--- config.mk ---
export PLATFORM = sky130hd
export DESIGN_NAME = clock_time_setter
export DESIGN_NICKNAME = d
export VERILOG_FILES = /design/src/rtl/clock_pkg.sv /design/src/rtl/input_debouncer.sv /design/src/rtl/clock_time_setter.sv
export SDC_FILE = /design/constraint.sdc
export NUM_CORES = 1
export LEC_CHECK = 0
export CORE_ASPECT_RATIO = 0.6
export CORE_MARGIN = 2
export CORE_UTILIZATION = 52
export CTS_CLUSTER_DIAMETER = 120
export DETAILED_ROUTE_END_ITERATION = 10
export HOLD_SLACK_MARGIN = 0.12
export PLACE_DENSITY = 0.75
export SLEW_MARGIN = 20
export SYNTH_ARGS = -nofsm -noshare
export SYNTH_HDL_FRONTEND = slang
export SYNTH_SLANG_ARGS = --single-unit
--- constraint.sdc ---
create_clock -name clk -period 2.1 [get_ports clk]
set_clock_uncertainty 0.15 [all_clocks]
set_input_delay 0.21 -clock clk [delete_from_list [all_inputs] [get_ports clk]]
set_output_delay 0.21 -clock clk [all_outputs]
set_load 0.05 [all_outputs]
--- src/rtl/clock_pkg.sv ---
// clock_pkg: field limits, field-select encoding and set-mode FSM states shared by the clock setter.
package clock_pkg;
  localparam logic [4:0] HOUR_MAX = 5'd23;
  localparam logic [5:0] MIN_SEC_MAX = 6'd59;
  typedef enum logic [1:0] {
    FIELD_NONE = 2'd0,
    FIELD_HR   = 2'd1,
    FIELD_MIN  = 2'd2,
    FIELD_SEC  = 2'd3
  } field_e;
  typedef enum logic [2:0] {
    IDLE,
    EDIT_HR,
    EDIT_MIN,
    EDIT_SEC,
    COMMIT
  } state_e;
  function automatic logic is_edit(input state_e s);
    return s == EDIT_HR || s == EDIT_MIN || s == EDIT_SEC;
  endfunction
endpackage

--- src/rtl/input_debouncer.sv ---
// input_debouncer: 2-flop synchroniser plus stability counter; emits the debounced level and a registered rise pulse.
module input_debouncer #(
  parameter int DEBOUNCE_CYCLES = 1000000
) (
  input  logic clk,
  input  logic reset,
  input  logic raw_i,
  output logic level_o,
  output logic rise_o
);
  localparam int CW = DEBOUNCE_CYCLES > 1 ? $clog2(DEBOUNCE_CYCLES) : 1;
  localparam logic [CW-1:0] CNT_LAST = CW'(DEBOUNCE_CYCLES - 1);
  logic [1:0] sync_q;
  logic stable_q, stable_d, prev_q, rise_q;
  logic [CW-1:0] cnt_q, cnt_d;
  // any cycle where the synced input agrees with the stable level restarts the count
  always_comb begin
    cnt_d = (sync_q[1] == stable_q || cnt_q == CNT_LAST) ? '0 : cnt_q + CW'(1);
    stable_d = (sync_q[1] != stable_q && cnt_q == CNT_LAST) ? sync_q[1] : stable_q;
  end
  always_ff @(posedge clk) begin
    if (reset) begin
      sync_q <= '0;
      stable_q <= 1'b0;
      cnt_q <= '0;
      prev_q <= 1'b0;
      rise_q <= 1'b0;
    end else begin
      sync_q <= {sync_q[0], raw_i};
      stable_q <= stable_d;
      cnt_q <= cnt_d;
      prev_q <= stable_q;
      rise_q <= stable_q & ~prev_q;
    end
  end
  assign level_o = stable_q;
  assign rise_o = rise_q;
endmodule

--- src/rtl/clock_time_setter.sv ---
// clock_time_setter: set-mode editor that snapshots the running time, edits h/m/s fields and strobes load on exit.
module clock_time_setter
  import clock_pkg::*;
#(
  parameter int DEBOUNCE_CYCLES = 1000000,
  parameter int BLINK_HALF = 12500000
) (
  input  logic       clk,
  input  logic       reset,
  input  logic       set_switch,
  input  logic       btn_sel,
  input  logic       btn_inc,
  input  logic [4:0] cur_hour,
  input  logic [5:0] cur_min,
  input  logic [5:0] cur_sec,
  output logic       load,
  output logic [4:0] set_hour,
  output logic [5:0] set_min,
  output logic [5:0] set_sec,
  output logic [1:0] field_sel,
  output logic       blink
);
  localparam int BW = BLINK_HALF > 1 ? $clog2(BLINK_HALF) : 1;
  localparam logic [BW-1:0] BLINK_LAST = BW'(BLINK_HALF - 1);
  state_e state_q, state_d;
  logic [4:0] hour_q, hour_d;
  logic [5:0] min_q, min_d, sec_q, sec_d;
  logic [BW-1:0] bcnt_q, bcnt_d;
  logic blink_q, blink_d;
  logic sw_lvl, sw_rise, sel_lvl, sel_p, inc_lvl, inc_p, press, edit_d;
  logic unused_levels;
  input_debouncer #(.DEBOUNCE_CYCLES(DEBOUNCE_CYCLES)) u_sw (
    .clk(clk), .reset(reset), .raw_i(set_switch), .level_o(sw_lvl), .rise_o(sw_rise)
  );
  input_debouncer #(.DEBOUNCE_CYCLES(DEBOUNCE_CYCLES)) u_sel (
    .clk(clk), .reset(reset), .raw_i(btn_sel), .level_o(sel_lvl), .rise_o(sel_p)
  );
  input_debouncer #(.DEBOUNCE_CYCLES(DEBOUNCE_CYCLES)) u_inc (
    .clk(clk), .reset(reset), .raw_i(btn_inc), .level_o(inc_lvl), .rise_o(inc_p)
  );
  assign unused_levels = ^{sw_rise, sel_lvl, inc_lvl};
  always_comb begin
    state_d = state_q;
    hour_d = hour_q;
    min_d = min_q;
    sec_d = sec_q;
    unique case (state_q)
      IDLE: if (sw_lvl) begin
        hour_d = cur_hour;
        min_d = cur_min;
        sec_d = cur_sec;
        state_d = EDIT_HR;
      end
      EDIT_HR, EDIT_MIN, EDIT_SEC: begin
        // a switch fall wins over any press pulse in the same cycle
        if (!sw_lvl) state_d = COMMIT;
        else begin
          if (inc_p && state_q == EDIT_HR) hour_d = hour_q == HOUR_MAX ? 5'd0 : hour_q + 5'd1;
          if (inc_p && state_q == EDIT_MIN) min_d = min_q == MIN_SEC_MAX ? 6'd0 : min_q + 6'd1;
          if (inc_p && state_q == EDIT_SEC) sec_d = sec_q == MIN_SEC_MAX ? 6'd0 : sec_q + 6'd1;
          if (sel_p) state_d = state_q == EDIT_HR ? EDIT_MIN : state_q == EDIT_MIN ? EDIT_SEC : EDIT_HR;
        end
      end
      COMMIT: state_d = IDLE;
      default: state_d = IDLE;
    endcase
  end
  // keyed on the next state so blink is already low in the first non-edit cycle
  always_comb begin
    press = sel_p | inc_p;
    edit_d = is_edit(state_d);
    bcnt_d = (!edit_d || press || bcnt_q == BLINK_LAST) ? '0 : bcnt_q + BW'(1);
    blink_d = (!edit_d || press) ? 1'b0 : bcnt_q == BLINK_LAST ? ~blink_q : blink_q;
  end
  always_ff @(posedge clk) begin
    if (reset) begin
      state_q <= IDLE;
      hour_q <= '0;
      min_q <= '0;
      sec_q <= '0;
      bcnt_q <= '0;
      blink_q <= 1'b0;
    end else begin
      state_q <= state_d;
      hour_q <= hour_d;
      min_q <= min_d;
      sec_q <= sec_d;
      bcnt_q <= bcnt_d;
      blink_q <= blink_d;
    end
  end
  assign load = state_q == COMMIT;
  assign set_hour = hour_q;
  assign set_min = min_q;
  assign set_sec = sec_q;
  assign blink = blink_q;
  assign field_sel = state_q == EDIT_HR ? FIELD_HR : state_q == EDIT_MIN ? FIELD_MIN :
                     state_q == EDIT_SEC ? FIELD_SEC : FIELD_NONE;
endmodule

Word level (Yosys, flattened, before mapping)
Index checks and enable logic that the tools add are counted.
Widths: inputs -> output; s select.
{"block": "classes", "n_addsub": 7, "multipliers": 0, "n_div": 0, "magnitude_cmp": 0, "eq_ne": 25, "n_shift": 0, "n_mux": 24, "n_bitwise": 6, "reduce_logical": 25}
{"operator": "$add 20x1->20 const B", "count": 3}
{"operator": "$eq 20x20->1 const B", "count": 3}
{"operator": "$mux 6", "count": 8}
{"operator": "$add 24x1->24 const B", "count": 1}
{"operator": "$eq 24x24->1 const B", "count": 1}
{"operator": "$pmux 6 s2", "count": 2}
{"operator": "$mux 5", "count": 4}
{"operator": "$add 6x1->6 const B", "count": 2}
{"operator": "$eq 3x2->1 const B", "count": 4}
{"operator": "$eq 6x6->1 const B", "count": 2}
{"operator": "$reduce_and 4->1", "count": 3}
{"operator": "$mux 2", "count": 5}
{"operator": "$pmux 5 s2", "count": 1}
{"operator": "$reduce_or 2->1", "count": 5}
{"operator": "$mux 3", "count": 3}
{"operator": "$logic_or 1x1->1", "count": 7}
{"operator": "$eq 3x1->1 const B", "count": 2}
{"operator": "$logic_and 1x1->1", "count": 6}
{"operator": "$ne 2x2->1 const B", "count": 3}
{"operator": "$pmux 3 s2", "count": 1}
{"operator": "$add 5x1->5 const B", "count": 1}
{"operator": "$eq 5x5->1 const B", "count": 1}
{"operator": "$ne 2x1->1 const B", "count": 2}
{"operator": "$eq 1x1->1", "count": 3}
{"operator": "other kinds (9)", "count": 14}
{"block": "word_totals", "reg_bits": 118, "latchBits": 0, "mem_bits_rw": 0, "rom_bits": 0, "wordCells": 106, "memories": 0}

Logic depth before layout (Yosys ltp)
Gate-level depths: netlist of the first run.
{"block": "depth", "word_depth": 13, "mapped_depth": 7, "ltp_nobuf": 5}

Cells and area by module
Synthesis of the first run repeated with hierarchy kept, for this count alone.
{"block": "hier_totals", "cells_unflattened": 647, "hier_area_um2": 5689.2}
{"mod": "input_debouncer", "instances": 3, "cells_per_inst": 118, "area_per_inst_um2": 1077.3}
{"mod": "clock_time_setter", "instances": 1, "cells_per_inst": 293, "area_per_inst_um2": 2457.4}

Least setup slack after synthesis of the first run
No wires, ideal clock.
{"block": "synth_timing", "path_type": "register -> register", "startpoint": "register bcnt_q[0]", "endpoint": "register bcnt_q[18]", "setup_ps": 70, "t_arrival_ps": 1816, "required_ps": 1880, "setup_slack_ps": 65, "stages_incl_launch_ff": 6, "synth_period_minus_slack_ps": 2035, "path_cell_list": "dfxtp_1 ha_1 nand4_2 or4_1 or3_1 a21oi_1"}
{"block": "synth_between", "elab_chain_cells": 3, "elab_cells_between_ends": 4, "classes_between": "1 x add/sub; 1 x eq/ne; 2 x reduce/logical"}
{"item": "from (decl)", "line_no": "clock_time_setter.sv:28", "rtl": "logic [BW-1:0] bcnt_q, bcnt_d;"}
{"item": "from (signal assigned)", "line_no": "clock_time_setter.sv:88", "rtl": "bcnt_q <= bcnt_d;"}
{"item": "branches (longest 3 deep; another with $add 24x1->24)"}
Parallel ways; which one is timed is not known.
A chain may end at the register's enable or synchronous reset.

Worst setup path after layout of the first run
{"block": "layout_timing", "startpoint": "register u_sel.cnt_q[13]", "endpoint": "register u_sel.cnt_q[9]"}
{"block": "layout_between", "elab_chain_cells": 3}
{"item": "from (decl)", "line_no": "input_debouncer.sv:15", "rtl": "logic [CW-1:0] cnt_q, cnt_d;"}
{"item": "from (signal assigned)", "line_no": "input_debouncer.sv:31", "rtl": "cnt_q <= cnt_d;"}
{"item": "$eq 20x20->1", "line_no": "input_debouncer.sv:18", "rtl": "cnt_d = (sync_q[1] == stable_q || cnt_q == CNT_LAST) ? '0 : cnt_q + CW'(1);"}
{"item": "$logic_or 1x1->1", "line_no": "input_debouncer.sv:18"}
{"item": "$reduce_or 2->1 (no source line)"}
No other way between the ends.

==> flow_summary.toml, run 1 <==
[synth]
syn-num-nets = 675
synth-edff-count = 0
synth_flop_cell = "dfxtp_1"
syn_inst = 646
ys.warnings.count = 0
async_flop_share = 0
avgSynthCellArea_um2 = 8.42
seq_area_frac_synth = 0.434
synth_seq_cells = 118
netlist_area_um2 = 5440
synth_cell_type_count = 51

[global_route]
grt_usage = 0.239
gr-total-overflow = 0
antenna_found_initial = 0
grt_max_degree = 36
grt_pass1_vias = 4868
grt_pass1_wl_um = 22200

[worst_setup_path]
cp_common_cell = "or4_4"
crit_start = "u_sel.cnt_q[13]"
slowest_delay_ns = 0.57
path_cells = "or4_4 -> or4_4 -> o21ai_4 -> buf_6 -> nor2_1"
path_depth = 5
r2r_end = "u_sel.cnt_q[9]"
worstPathMaxFanout = 10
critPathCaptureType = "flip-flop"
cp_top_family = "simple AND/OR/NAND/NOR gates"
crit_path_start_kind = "flip-flop"
worstSetupPathType = "reg2reg"
crit_arrival_ns = 2.23
cp_num_buf_inv = 1
r2r_slack_ns = 0.01
rr_startpoint = "u_sel.cnt_q[13]"
setup.worst_path.end = "u_sel.cnt_q[9]"
rr_worst_depth = 5
cp_slowest_cell = "or4_4"
worstPathRequired_ns = 2.24

[placement]
hpwl_um = 8810
pre_cts_slack_ns = -0.0455
portBuffers = 42
gp_congestion = 0.850

[die]
die_w_um = 136
start_util = 0.543
die-area_um2 = 11300
ios = 43
num_rows = 28
core-area_um2 = 10000
die_y_um = 83.2

[sta]
hold_violations = 0
period_share = 0.994
tns_ns = 0
rsz0062_at_grt = "true"
period_minus_slack_ns = 2.09
relSlewSlack = 0.577
drv_slew = 0
setup_viol = 0
tightest_slew_ns = 0.629
fmaxAchievable_mhz = 479
setup_ws_ns = 0.0136

[clocking]
clock_path_buffers = 2
cts_made_buffers = 17
clock_sinks = 118
clock_tree.root_cell = "clkbuf_16"
cts_tree = "yes"
clk_pin_slew_ns = 0.05
clk_latency_ns = 0.41
htreeDepth = 4
cts_setup_buffers = 0

[hold_path]
hold_path.class = "in2reg"

[final_layout]
area_growth_pct = 25.2
drive_gt1_frac = 0.111
fin_util = 0.680
insertedDiodeCount = 0
final_nets = 747

[routing]
first_pass_iters = 4
drtAntennaViolNets = 0
via_count = 4938
drc = 0
routedWlPerCell_um = 15.0
drt_iter0_markers = 310
vias_per_cell = 5.72
drt_wl_total_um = 13000

[flow_run]
maxCapViolCount = 0

[power_and_ir_drop]
power_leakage_nw = 2.27
ir_drop_uv = 607
power.total_mw = 4.86
p_per_area_nw_per_um2 = 713

[run_status]
outcome = "finished, final reports clean"
==> per-stage QoR <==
step                std cells  cell area, um2  hold slack, ns
global placement          833            6230           0.225
finish                    864            6810           0.226
floorplan                 646            5440           0.188
detailed placement        833            6230           0.232
CTS                       864            6760           0.214
global route              864            6810           0.229
==> synth_stat cells, types with 2 or more instances <==
master	instances	area share
o21ai_0	32	0.029
and4_1	7	0.011
and2_1	8	0.0092
or3b_1	2	0.0032
o31ai_1	9	0.012
xnor2_1	29	0.047
nor4b_1	5	0.0081
xor2_1	22	0.035
a41oi_1	2	0.0032
a211oi_1	3	0.0041
a21oi_1	44	0.040
nor4_1	8	0.0092
nand4b_1	5	0.0081
or3_1	22	0.025
clkbuf_1	18	0.012
inv_1	19	0.013
and3_1	13	0.015
a311oi_1	4	0.0064
nor4bb_1	3	0.0055
o21ai_1	3	0.0028
or4_1	14	0.019
buf_2	6	0.0055
o21ba_2	2	0.0037
dfxtp_1	118	0.43
nand3_1	35	0.032
nand2b_1	2	0.0023
nor3b_1	3	0.0041
a21o_1	2	0.0028
a221oi_1	3	0.0048
nor2b_1	15	0.017
nor3_1	16	0.015
o21a_1	2	0.0028
a31oi_1	4	0.0046
nand4_1	16	0.018
ha_1	7	0.016
o211ai_1	4	0.0055
nor2_1	78	0.054
nand2_1	48	0.033
==> power by group <==
part / total [mW] / switching [mW] / internal (mW) / leakage, nW
clock network: 2.51 / 0.940 / 1.57 / 0.257
logic: 0.0883 / 0.0363 / 0.0521 / 1.06
registers: 2.25 / 0.00397 / 2.25 / 0.951
==> routing by layer <==
metal  part of all wire  up-vias  routed length (um)  GRT usage
met4             0.0093        0                 121     0.0710
li1                   -     2468                   -          -
met5                  0        -                   0          0
met1               0.49     2334                6330      0.326
met3              0.048       15                 622     0.0653
met2               0.46      121                5910      0.369
==> cells in the final DEF (no fill, tap or decap), types with 3 or more instances in the layout <==
cell               n
buf_12             4
clkdlybuf4s50_1   34
o211ai_1           4
xnor2_1           29
clkbuf_1           5
a21oi_1           44
nor3_1            16
ha_1               5
xor2_1            22
or4_1             11
a31oi_1            4
buf_4             32
nor4b_1            5
or4_4              4
nand3_1           32
nor3b_1            3
a211oi_1           3
a311oi_1           4
inv_1             19
clkbuf_16         17
nor2b_1           15
dlymetal6s2s_1     3
nor4bb_1           3
and4_1             7
nand4b_1           5
o21ai_0           32
and3_1            13
o31ai_1            9
nand3_2            3
a221oi_1           3
clkinv_2           5
clkbuf_8           3
nor4_1             8
nand4_1           16
and2_1             8
nor2_1            78
or3_1             21
nand2_1           48
dfxtp_1          118
==> final cells by class <==
| class | instances | area [um2] |
|---|---|---|
| clock buffer | 25 | 485 |
| tap | 135 | 169 |
| timing repair buffer | 77 | 738 |
| clock inverter | 5 | 25.0 |
| inverter | 19 | 71.3 |
| sequential | 118 | 2360 |
| fill | 807 | 3210 |
| multi-input combinational | 485 | 2960 |
==> sequential cells by signal (all words and copies together), names as in the netlist, 2 cells and up <==
name / cells
bcnt_q: 24
set_hour: 5
set_min: 6
set_sec: 6
state_q: 3
u_inc.cnt_q: 20
u_inc.sync_q: 2
u_sel.cnt_q: 20
u_sel.sync_q: 2
u_sw.cnt_q: 20
u_sw.sync_q: 2
==> worst register-to-register path, delay by kind of cell, from the launching register on <==
kind	cells	cell delay, ns
and+or+nand+nor	3	1.17
DFF	1	0.31
AOI/OAI and AO/OA	1	0.18
buffers and inverters	1	0.17
==> cell families after synthesis <==
kind of cell               Yosys count  share of synthesized area
xor gates and xnor gates            51                     0.0821
AOI/OAI and AO/OA                  121                      0.135
and+or+nand+nor                    306                      0.301
adders and majority gates            7                     0.0161
DFF                                118                      0.434
buffers and inverters               43                     0.0311
==> worst min-delay path by stage <==
stage / depth (start not counted) / end / startpoint
finish: 2 / u_sel.sync_q[0] / btn_sel
CTS: 2 / u_sel.sync_q[0] / btn_sel
global route: 2 / u_sel.sync_q[0] / btn_sel
floorplan: 1 / u_inc.sync_q[0] / btn_inc
global placement: 1 / u_inc.rise_o / u_inc.prev_q
detailed placement: 1 / u_sel.rise_o / u_sel.prev_q
==> what timing repair did <==
item                       CTS  global route
gates cloned                 1             0
hold buffers                 0             0
gates resized for setup      6            13
pin swaps                    0             1
setup endpoints to repair   22            32
(Power assumes the default switching activity.)
==> run 2, diff against run 1 <==
- ABC_CLOCK_PERIOD_IN_PS: default -> 2100
- CAP_MARGIN: default -> 20
==> results of run 2 <==
The final DEF is identical to that of run 1; final timing and power are the same.
==> run 3, diff against run 2 <==
- ABC_AREA: default -> 1
- CORE_UTILIZATION: 52 -> 53
- PLACE_DENSITY: 0.75 -> 0.76
- SKIP_CTS_REPAIR_TIMING: default -> 1
==> flow_summary.toml, run 3 <==
[routing]
first_pass_iters = 5
drt_wl_total_um = 14100
vias_per_cell = 5.11
drt_iter0_markers = 636
routedWlPerCell_um = 12.6
drtAntennaViolNets = 0
via_count = 5731
drc = 0

[die]
start_util = 0.540
ios = 43
die-area_um2 = 12300
die_y_um = 86.9
core-area_um2 = 11200
die_w_um = 142
num_rows = 30

[synth]
synth_cell_type_count = 35
synth_flop_cell = "dfxtp_1"
syn_inst = 910
ys.warnings.count = 0
netlist_area_um2 = 6060
seq_area_frac_synth = 0.390
async_flop_share = 0
synth_top_area_share = 0.390
synth_area_leaders = "dfxtp_1 (39%), nand2_1 (15%), nor2_1 (13%)"
yosysTopAreaCell = "dfxtp_1"
ys_top_cells_by_count = "nand2_1 (238), nor2_1 (204), dfxtp_1 (118)"
yosysMostFrequentCell = "nand2_1"
syn-num-nets = 939
avgSynthCellArea_um2 = 6.66
synth-edff-count = 0
synth_seq_cells = 118

[placement]
dp.cells = 1090
portBuffers = 42
hpwl_um = 10100
gp_congestion = 0.917

[clocking]
clock_path_buffers = 2
htreeDepth = 4
clk_latency_ns = 0.41
cts_made_buffers = 17
cts_tree = "yes"
clk_pin_slew_ns = 0.05
clock_tree.root_cell = "clkbuf_16"
clock_sinks = 118

[sta]
drv_slew = 0
fmaxAchievable_mhz = 487
hold_violations = 0
period_share = 0.978
period_minus_slack_ns = 2.05
tns_ns = 0
relSlewSlack = 0.648
tightest_slew_ns = 0.527
setup_viol = 0
rsz0062_at_grt = "false"

[global_route]
grt_max_degree = 23
grt_usage = 0.243
gr-total-overflow = 0
grt_pass1_vias = 4965
antenna_found_initial = 0
grt_pass1_wl_um = 23900

[worst_setup_path]
cp_slowest_cell = "clkdlybuf4s50_1"
worstPathRequired_ns = 1.74
cp_top_family = "buffers and inverters"
worstSetupPathType = "reg2out"
rr_worst_depth = 8
cp_num_buf_inv = 1
crit_arrival_ns = 1.69
critPathCaptureType = "output pin"
r2r_slack_ns = 0.24
r2r_end = "u_sw.cnt_q[18]"
slowest_delay_ns = 0.85
crit_path_start_kind = "flip-flop"
worstPathMaxFanout = 5
rr_startpoint = "u_sw.cnt_q[0]"
path_cells = "clkdlybuf4s50_1"

[run_status]
outcome = "finished, final reports clean"

[final_layout]
final_nets = 994
regMostFlops = "bcnt_q"
drive_gt1_frac = 0.0706
final_cell_mix = "nand2_1 (238), nor2_1 (204), dfxtp_1 (118)"
largest_register_ffs = 24
finalNonFillerCells = 1121
area_growth_pct = 18.9
layout_commonest_cell = "nand2_1"
insertedDiodeCount = 0

[hold_path]
holdPathEnd = "u_sw.sync_q[0]"
hold_path.class = "in2reg"
min_from = "set_switch"
hold_depth = 3

[flow_run]
maxCapViolCount = 0

[power_and_ir_drop]
p_per_area_nw_per_um2 = 726
power_leakage_nw = 2.35
ir_drop_uv = 558
power.total_mw = 5.23
==> run 3: per-layer routing <==
metal  wire length, um  up-vias  global-route usage  part of all wire
met5                 0        -                   0                 0
met4               171        0              0.0736             0.012
met3              1400       22              0.0737             0.099
met2              5170      224               0.308              0.37
met1              7400     2516               0.383              0.52
li1                  -     2969                   -                 -
==> run 3: cell type report <==
type,instances,area [um2]
clock buffers,22,454
clock inverters,9,128
fillers,987,4020
inverters,89,335
multi-input cells,692,3280
flip-flops and latches,118,2360
well taps,144,180
repair buffers,47,468
==> run 3: cells by family after synthesis <==
group,after synthesis,synth area share
compound gates,83,0.0761
buf+inv,100,0.0695
flops,118,0.390
fa+ha+maj,7,0.0144
xor+xnor,49,0.0708
simple gates,553,0.379
==> run 3: how the worst max path moves through the flow <==
stage | cells after the start | from | end
floorplan | 7 | state_q[1] | set_min[0]
finish | 1 | set_min[2] | set_min[2]
global route | 1 | set_min[2] | set_min[2]
global placement | 6 | u_sw.cnt_q[0] | u_sw.cnt_q[16]
CTS | 1 | set_sec[2] | set_sec[2]
detailed placement | 6 | u_sw.cnt_q[0] | u_sw.cnt_q[12]
==> run 3: where the power goes <==
part	switching, mW	total, mW	leakage, nW	internal, mW
clock	1.02	2.90	0.276	1.88
sequential	0.00421	2.25	0.951	2.25
combinational	0.0377	0.0847	1.12	0.0470
==> run 3: through the flow <==
stage / hold WS [ns] / cell area, um2 / setup WS, ns / utilization
after global placement: 0.228 / 6620 / 0.280 / 0.590
after CTS: 0.200 / 7200 / 0.0179 / 0.642
after detailed placement: 0.236 / 6620 / 0.255 / 0.590
after floorplan: 0.167 / 6060 / 0.139 / -
after global routing: 0.221 / 7210 / 0.000493 / 0.642
final: 0.193 / 7210 / 0.0460 / 0.642
